## src/rtl/decomp_dispatch.sv

```systemverilog
// -----------------------------------------------------------------------------
// decomp_dispatch
// Splits a stream of fixed-size compressed frames (BEATS beats each) onto one
// of three decompression engines, chosen by the codec sampled with the first
// beat. Only the first len payload beats are forwarded; the remaining padding
// beats are consumed. Framing errors produce a one-cycle err_o pulse, and the
// offending frame is dropped, cut short or restarted as appropriate.
//
// Ports
//   clk, rst_n          clock, asynchronous active-low reset
//   data_i              compressed beat
//   valid_i / ready_o   input handshake (beat accepted on valid_i & ready_o)
//   sop_i / eop_i       first / BEATS-th beat of an input frame
//   mode_i              codec with sop_i: 01 SR, 10 ZRL, 11 BPC, 00 illegal
//   len_i               payload beats with sop_i, legal 1..BEATS
//   data_o              routed payload beat
//   valid_o / ready_i   one-hot engine select: bit0 BPC, bit1 ZRL, bit2 SR
//   sop_o / eop_o       first / last payload beat
//   err_o               one-cycle framing-error pulse
//   err_cnt_o           saturating error count (only with DECOMP_ERR_CNT_EN)
//
// Build option: define DECOMP_ERR_CNT_EN to add the err_cnt_o counter port.
// -----------------------------------------------------------------------------
module decomp_dispatch #(
    parameter int BEATS      = 8,
    parameter int D_BITWIDTH = 64
) (
    input  logic                  clk,
    input  logic                  rst_n,
    input  logic [D_BITWIDTH-1:0] data_i,
    input  logic                  valid_i,
    input  logic                  sop_i,
    input  logic                  eop_i,
    input  logic [1:0]            mode_i,
    input  logic [3:0]            len_i,
    output logic                  ready_o,
    output logic [D_BITWIDTH-1:0] data_o,
    output logic [2:0]            valid_o,
    input  logic [2:0]            ready_i,
    output logic                  sop_o,
    output logic                  eop_o,
`ifdef DECOMP_ERR_CNT_EN
    output logic [15:0]           err_cnt_o,
`endif
    output logic                  err_o
);

    typedef enum logic [1:0] {
        IDLE = 2'd0,
        PASS = 2'd1,
        PAD  = 2'd2,
        DROP = 2'd3
    } state_t;

    localparam logic [3:0] BEATS4 = 4'(BEATS);
    localparam logic [4:0] BEATS5 = 5'(BEATS);

    // registered state
    state_t                r_state;
    logic [3:0]            r_bcnt;
    logic [1:0]            r_mode;
    logic [3:0]            r_len;
    logic [2:0]            r_osel;   // nonzero means the output register is full
    logic [D_BITWIDTH-1:0] r_data;
    logic                  r_sop;
    logic                  r_eop;
    logic                  r_err;
`ifdef DECOMP_ERR_CNT_EN
    logic [15:0]           r_err_cnt;
`endif

    // decode
    logic       w_take;
    logic       w_busy;
    logic       w_acc;
    logic       w_legal;
    logic       w_start;
    logic [3:0] w_n;
    logic       w_last;
    logic       w_done;
    state_t     w_nstate;
    logic [3:0] w_nbcnt;
    logic       w_fwd;
    logic       w_fsop;
    logic       w_feop;
    logic       w_err;
    logic       w_latch;
    logic [2:0] w_fsel;

    function automatic logic [2:0] sel_of(input logic [1:0] m);
        case (m)
            2'b01:   sel_of = 3'b100;  // SR
            2'b10:   sel_of = 3'b010;  // ZRL
            2'b11:   sel_of = 3'b001;  // BPC
            default: sel_of = 3'b000;
        endcase
    endfunction

    assign w_take = |(r_osel & ready_i);
    assign w_busy = (r_osel != 3'b000) && !w_take;

    // PAD/DROP normally swallow beats unconditionally. A restart sop arriving
    // in PAD has to be forwarded, so it is held off while the output register
    // cannot take it; otherwise that beat would be lost.
    always_comb begin
        ready_o = !w_busy;
        if (r_state == DROP)
            ready_o = 1'b1;
        else if (r_state == PAD)
            ready_o = !(valid_i && sop_i && w_busy);
    end

    assign w_acc   = valid_i & ready_o;
    assign w_legal = (mode_i != 2'b00) && (len_i != 4'd0) && ({1'b0, len_i} <= BEATS5);
    assign w_start = w_acc && sop_i && (r_state != DROP);
    assign w_n     = r_bcnt + 4'd1;
    assign w_last  = (w_n == BEATS4);
    assign w_done  = w_last | eop_i;

    always_comb begin
        w_nstate = r_state;
        w_nbcnt  = r_bcnt;
        w_fwd    = 1'b0;
        w_fsop   = 1'b0;
        w_feop   = 1'b0;
        w_err    = 1'b0;
        w_latch  = 1'b0;
        w_fsel   = sel_of(r_mode);
        if (w_start) begin
            // The start beat is beat 1 of the new frame, so w_last is not
            // meaningful here; beat 1 closes the frame only when BEATS == 1.
            w_err = (r_state != IDLE) | !w_legal |
                    (eop_i ^ (BEATS4 == 4'd1));
            if (w_legal) begin
                w_latch = 1'b1;
                w_fwd   = 1'b1;
                w_fsop  = 1'b1;
                w_feop  = (len_i == 4'd1);
                w_fsel  = sel_of(mode_i);
                if (eop_i || BEATS4 == 4'd1)
                    w_nstate = IDLE;
                else if (len_i == 4'd1)
                    w_nstate = PAD;
                else
                    w_nstate = PASS;
            end else begin
                w_nstate = (eop_i || BEATS4 == 4'd1) ? IDLE : DROP;
            end
            w_nbcnt = (w_nstate == IDLE) ? 4'd0 : 4'd1;
        end else if (w_acc) begin
            case (r_state)
                IDLE: w_err = 1'b1;
                PASS: begin
                    w_fwd    = 1'b1;
                    w_feop   = (w_n == r_len);
                    w_err    = eop_i ^ w_last;
                    w_nstate = w_done ? IDLE : ((w_n == r_len) ? PAD : PASS);
                    w_nbcnt  = w_done ? 4'd0 : w_n;
                end
                PAD: begin
                    w_err    = eop_i ^ w_last;
                    w_nstate = w_done ? IDLE : PAD;
                    w_nbcnt  = w_done ? 4'd0 : w_n;
                end
                default: begin  // DROP: the frame already reported its error
                    w_nstate = w_done ? IDLE : DROP;
                    w_nbcnt  = w_done ? 4'd0 : w_n;
                end
            endcase
        end
    end

    always_ff @(posedge clk or negedge rst_n) begin
        if (!rst_n) begin
            r_state <= IDLE;
            r_bcnt  <= 4'd0;
            r_mode  <= 2'b00;
            r_len   <= 4'd0;
            r_osel  <= 3'b000;
            r_data  <= '0;
            r_sop   <= 1'b0;
            r_eop   <= 1'b0;
            r_err   <= 1'b0;
        end else begin
            r_state <= w_nstate;
            r_bcnt  <= w_nbcnt;
            r_err   <= w_err;
            if (w_latch) begin
                r_mode <= mode_i;
                r_len  <= len_i;
            end
            if (w_fwd) begin
                r_osel <= w_fsel;
                r_data <= data_i;
                r_sop  <= w_fsop;
                r_eop  <= w_feop;
            end else if (w_take) begin
                r_osel <= 3'b000;
                r_sop  <= 1'b0;
                r_eop  <= 1'b0;
            end
        end
    end

`ifdef DECOMP_ERR_CNT_EN
    always_ff @(posedge clk or negedge rst_n) begin
        if (!rst_n)
            r_err_cnt <= 16'd0;
        else if (w_err && r_err_cnt != 16'hFFFF)
            r_err_cnt <= r_err_cnt + 16'd1;
    end
    assign err_cnt_o = r_err_cnt;
`endif

    assign valid_o = r_osel;
    assign data_o  = r_data;
    assign sop_o   = r_sop;
    assign eop_o   = r_eop;
    assign err_o   = r_err;

endmodule

```

## config.mk

```make
export PLATFORM = sky130hd
export DESIGN_NAME = decomp_dispatch
export DESIGN_NICKNAME = d
export VERILOG_FILES = /design/src/rtl/decomp_dispatch.sv
export SDC_FILE = /design/constraint.sdc
export NUM_CORES = 1
export LEC_CHECK = 0
export CORE_AREA = 2 2 96 98
export DETAILED_ROUTE_END_ITERATION = 16
export DIE_AREA = 0 0 98 100
export GPL_ROUTABILITY_DRIVEN = 0
export PLACE_DENSITY = 0.82
export SYNTH_ARGS = -nofsm -noshare
export SYNTH_HDL_FRONTEND = slang
export SYNTH_SLANG_ARGS = --single-unit
```

## constraint.sdc

```tcl
create_clock -name clk -period 2.19 [get_ports clk]
set_input_delay 0.657 -clock clk [delete_from_list [all_inputs] [get_ports clk]]
set_output_delay 0.657 -clock clk [all_outputs]
set_load 0.05 [all_outputs]
```

**Word-level counts from Yosys, hierarchy flattened**

Index checks and enable logic that the tools add are counted.

- Bits in latches: 0
- Input port bits: 78
- Bits in registers: 82
- Memory bits (read-only): 0
- Output and inout bits: 71
- Logic and storage cells: 93
- Memory bits (writable): 0
- Memories kept: 0

- Shift operators: 0
- Div/mod/pow operators: 0
- Bitwise gates (word level): 6
- Multiply operators: 0
- Reductions and logical operators: 22
- Order comparisons: 1
- Add/sub/neg operators: 1
- Multiplexer cells: 40
- Eq/ne operators: 14

Operators with widths:

| cell | count |
|---|---|
| $mux 2 | 11 |
| $pmux 3 s3 | 2 |
| $mux 1 | 17 |
| $mux 4 | 4 |
| $eq 2x2->1 const B | 6 |
| $mux 3 | 4 |
| $reduce_bool 2->1 | 4 |
| $logic_and 1x1->1 | 7 |
| $eq 2x1->1 const B | 3 |
| $pmux 2 s3 | 1 |
| $add 4x1->4 const B | 1 |
| $eq 4x1->1 const B | 1 |
| $eq 4x4->1 | 1 |
| $eq 4x4->1 const B | 1 |
| $le 4x4->1 const B | 1 |
| $logic_not 1->1 | 4 |
| $logic_not 2->1 | 2 |
| $ne 2x2->1 const B | 2 |
| $reduce_bool 4->1 | 1 |
| $and 3x3->3 | 1 |
| $or 1x1->1 | 3 |
| $reduce_bool 3->1 | 1 |
| $reduce_or 3->1 | 1 |
| $pmux 1 s2 | 1 |
| other kinds (4) | 4 |

**Longest topological paths before layout**

- Word-level depth: 15
- Mapped depth: 8
- Gate-level depth less buffers: 7

**Least setup slack after synthesis**

Ideal clock, no wire load.

- Path type: register -> output
- Start: register r_osel[0], in the netlist valid_o[0]
- End: output ready_o
- Arrival: 1.612 ns
- Stages on the path, launching flop included: 5
- Path slack: -0.079 ns
- Path buffers: 1
- Path through: dfrtp_1 a222oi_1 buf_4 and2_1 nand2_1

- Cells in the longest elaborated chain, start to end: 8
- Elaborated cells on any way between the ends: 10
- Those cells by class: 2 x mux; 1 x bitwise; 7 x reduce/logical

Ends and longest elaborated chain:

| element | line | text |
|---|---|---|
| start, declared | 63 | `logic [2:0] r_osel;` |
| start signal, assigned | 193 | `r_osel <= w_fsel;` |
| $and 3x3->3 | 99 | `assign w_take = \|(r_osel & ready_i);` |
| $reduce_or 3->1 | 99 |  |
| $logic_not 1->1 | 100 | `assign w_busy = (r_osel != 3'b000) && !w_take;` |
| $logic_and 1x1->1 * | 100 |  |
| $logic_and 1x1->1 | 110 | `ready_o = !(valid_i && sop_i && w_busy);` |
| $logic_not 1->1 | 110 |  |
| $mux 1 * | 109 | `else if (r_state == PAD)` |
| $mux 1 * | 107 | `if (r_state == DROP)` |
| end, declared | 36 | `output logic ready_o,` |

Mark *: on every way between the ends. The rest lies on a longest branch, timed or not.

**Worst setup path after layout**

Ends and elaborated chain as after synthesis.

==> results.txt <==
The logs give 149 for the I/O pin count and 527 for the number of nets in the finished design. Synthesis inferred 82 register bits. Aggregate global-route resource usage: 0.1936. Entering global routing, the biggest net connects 43 pins. Die span in x: 98 um. The detail route stage leaves a number of antenna-violating nets equal to 0. At the later pin of the worst-skew pair, clock insertion delay measures 0.35 ns.

The flow ran to the end, but the final reports show violations. The time the worst path needs with I/O delays and setup is 2.269 ns. After clock tree synthesis, the flow added hold-fix buffers numbering 0. For the worst setup path, the data arrival time is 1.61 ns.

For this run, the top clock speed supported by timing is 0.4408 GHz. For the number of buffers created by CTS, the log shows 9. The number of vias per cell was 5.007; the total count of hold-check failures in the final report was 0. Between clock sinks in the finished design, the worst skew comes to 0.01532 ns.

Top-area cell type share of the netlist area: 0.5467. The final critical-path share of the clock period is 1.036. The run gives 256 as the synthesized instance count.

The level count of the clock H-tree was 3. The cell at the root of the clock tree is clkbuf_8. Fraction of final layout cells with drive strength greater than 1: 0.3468.

The area of the mapped netlist is 3754 sq um, and the maximum fanout along the worst path is 5. The share of total power in the clock network is 0.108. The clock slew seen by the registers of the worst setup and hold paths is 0.08 ns. Synthesis produced a netlist with a net count of 340.

A synthesized cell averages 14.66 sq um. The start-to-end type of the worst setup path was flip-flop to output pin. The region available for standard cell placement spans 8890 sq um. Global route total overflow: 0. In this run, the number of DRC markers left after iteration 0 of detailed routing was 89. The critical path endpoint category is an output pin. From bottom edge to top edge, the die measures 100 um.

Internal power comes to 5.430 mW. Once placement finished, the instance area stood at 5482 sq um. The final reports fail on negative setup slack. Summed over all nets, the switching power comes to 4.634 mW. In this run the static leakage power is 3.011 nW.

The tools report the startpoint kind of the worst setup timing path as a flip-flop. The count of buffers from port buffering is 148, and the wire length per cell is 16.83 um. The run gives 6522 um as the half-perimeter wire length of the detailed placement result. Dividing total power by cell area gives a power density of 1698 nW/um^2. The first TritonRoute pass finished after 4 iterations.

The die covers 9800 sq um. The logs give 3,087 for the via count of the first global-routing pass and 15,070 um for the wire length of the first global-routing pass. In the synthesized netlist the dominant register cell turns out to be dfrtp_1. Cell type contributing the most total cell area after synthesis: dfrtp_1. The relative max-transition margin is 0.6267.

In this run the worst hold path is classified as input pin to async pin. At the pin with the least slew margin, the transition time is 0.5600 ns. The number of slew-limit violations in the final report is 0. The initial antenna violation count is 0, and the number of enable flip-flop cells after synthesis is 0.

With fillers left out, the area of the finished cells amounts to 5928 sq um. TritonCTS built the clock tree. The core utilization of the finished layout was 0.6669. The clock net in this run drives a total of 82 sinks. Setup violations remaining at the end of the flow were counted as 8. For this run, design rule violations remaining after detail routing come to 0. The starting utilization of the core area was 0.4222.

The fraction of registers with async set/reset is 1.000. VDD sags by at most 0.0009656 V. The sequential share of the synthesized area came out at 0.5467. The run gives -0.07871 ns as the final critical-path setup slack.

The tools report the fraction of power consumed by combinational cells as 0.620. The number of distinct standard cells referenced by the synthesized netlist is 46. Across all hold checks on the routed design, the worst slack comes to 0.2891 ns. Setup repair after global routing could not meet its margin everywhere. Maximum root-to-sink buffer count: 2. Detailed routing inserted a total of 2,794 vias. The logs give 0 for the max-cap check violation count and 1.53 ns for the critical path data required time.

The repair_antennas step left the layout with diodes totalling 0. For the relative contribution of sequential cells to total power, the log shows 0.271. Summed over all failing endpoints, the final setup total negative slack is -0.4013 ns. The routed design has 9393 um of wire. After synthesis, the cell types taking the most area are dfrtp_1, mux2_4, mux2_2. The area growth from synthesis to layout is 57.93%. The Yosys step of the flow raised 0 warnings. In this run the core area contains 35 standard-cell rows.

The switching power share of the total is 0.4605.
-- through the flow --
stage,worst slack (ns),power (mW),instances
2_1_floorplan,-0.04677,6.921,256
3_3_place_gp,-0.5764,8.754,533
3_5_place_dp,-0.6224,8.867,533
4_1_cts,-0.08150,10.07,556
5_1_grt,-0.1319,10.56,558
6_report,-0.07871,10.06,558
-- metal layers --
layer	global-route usage	wire, um
met5	0	0
met4	0.07479	175
met3	0.06685	673
met2	0.3293	4899
met1	0.2270	3645
-- layout by cell type (no fill, tap or decap), types with 2 or more instances in the layout --
cell type and n:
clkbuf_16 2, xnor2_1 3, a211oi_1 3, o31a_1 2, dfrtp_1 81, inv_1 5
mux2i_1 2, xor2_1 2, a21o_1 3, ha_1 6, nand2b_1 2, nor2b_1 4
mux2_4 40, nand3_1 8, buf_4 44, mux2_2 30, a22oi_1 2, dlymetal6s2s_1 25
nor2_1 2, clkinv_2 2, clkinvlp_4 2, clkbuf_8 10, buf_12 4, buf_16 2
clkdlybuf4s50_1 69, o21ai_0 6, dlygate4sd2_1 33, buf_2 2, a21oi_1 7, nand2_1 11
-- power groups by stage --
| stage | clock, mW | sequential, mW | combinational [mW] |
|---|---|---|---|
| 2_1_floorplan | 0 | 4.97 | 1.95 |
| 3_3_place_gp | 0 | 2.73 | 6.03 |
| 3_5_place_dp | 0 | 2.75 | 6.11 |
| 4_1_cts | 1.12 | 2.74 | 6.21 |
| 5_1_grt | 1.19 | 2.83 | 6.54 |
| 6_report | 1.09 | 2.73 | 6.24 |
-- worst max-delay path: stages, from the launching register on --
cell and delay (ns):
dfrtp_2 0.43, or3_4 0.45, and2_4 0.19, nand2_4 0.06
buf_8 0.14
-- cell usage after synthesis, drive strengths merged, types with 4 or more instances --
| master | instances |
|---|---|
| mux2 | 70 |
| a21oi | 9 |
| inv | 5 |
| nor2b | 4 |
| buf | 9 |
| ha | 6 |
| o21ai | 6 |
| nand2 | 13 |
| dfrtp | 82 |
| nand3 | 8 |
-- worst paths after layout --
check / startpoint / to / slack, ns / depth (start not counted)
hold / removal: rst_n / err_o$_DFF_PN0_ / 0.29 / 1
setup reg to reg: valid_o[0]$_DFFE_PN0P_ / data_o[41]$_DFFE_PN0P_ / -0.05 / 9
min in group clk: data_o[2]$_DFFE_PN0P_ / data_o[2]$_DFFE_PN0P_ / 0.51 / 1
hold reg to reg: data_o[2]$_DFFE_PN0P_ / data_o[2]$_DFFE_PN0P_ / 0.51 / 1
max in group asynchronous: rst_n / data_o[33]$_DFFE_PN0P_ / 1.26 / 2
setup / recovery: valid_o[0]$_DFFE_PN0P_ / ready_o / -0.08 / 4
-- state kept, by name, indices dropped and copies added, names as in the netlist, 2 cells and up --
signal,count
r_bcnt,4
valid_o,3
data_o,64
r_len,4
r_state,2
r_mode,2
-- logic make-up (layout without fill, tap and decap cells) --
| group | count (synthesis) | after routing | synth area share |
|---|---|---|---|
| adders and majority gates | 6 | 6 | 0.02000 |
| muxes | 72 | 72 | 0.2553 |
| and+or+nand+nor | 43 | 43 | 0.06534 |
| DFF | 82 | 82 | 0.5467 |
| xor gates and xnor gates | 6 | 6 | 0.01767 |
| AOI/OAI and AO/OA | 33 | 33 | 0.06567 |
| buffers and inverters | 14 | 205 | 0.02933 |
-- area by class of cell --
class	instances	area (sq um)
Fill cell	679	2962
Sequential cell	82	2053
Tap cell	111	138.9
Inverter	5	18.77
Multi-Input combinational cell	160	1638
Clock buffer	10	137.6
Timing Repair Buffer	185	1887
Clock inverter	5	55.05
-- timing repair --
item | 4_1_cts | 5_1_grt
pin swaps | 5 | 1
gates cloned | 2 | 2
setup buffers | 6 | 0
endpoints found under the setup margin | 99 | 87
gates resized for setup | 55 | 27
No activity file was read; power rests on OpenSTA's default activity.
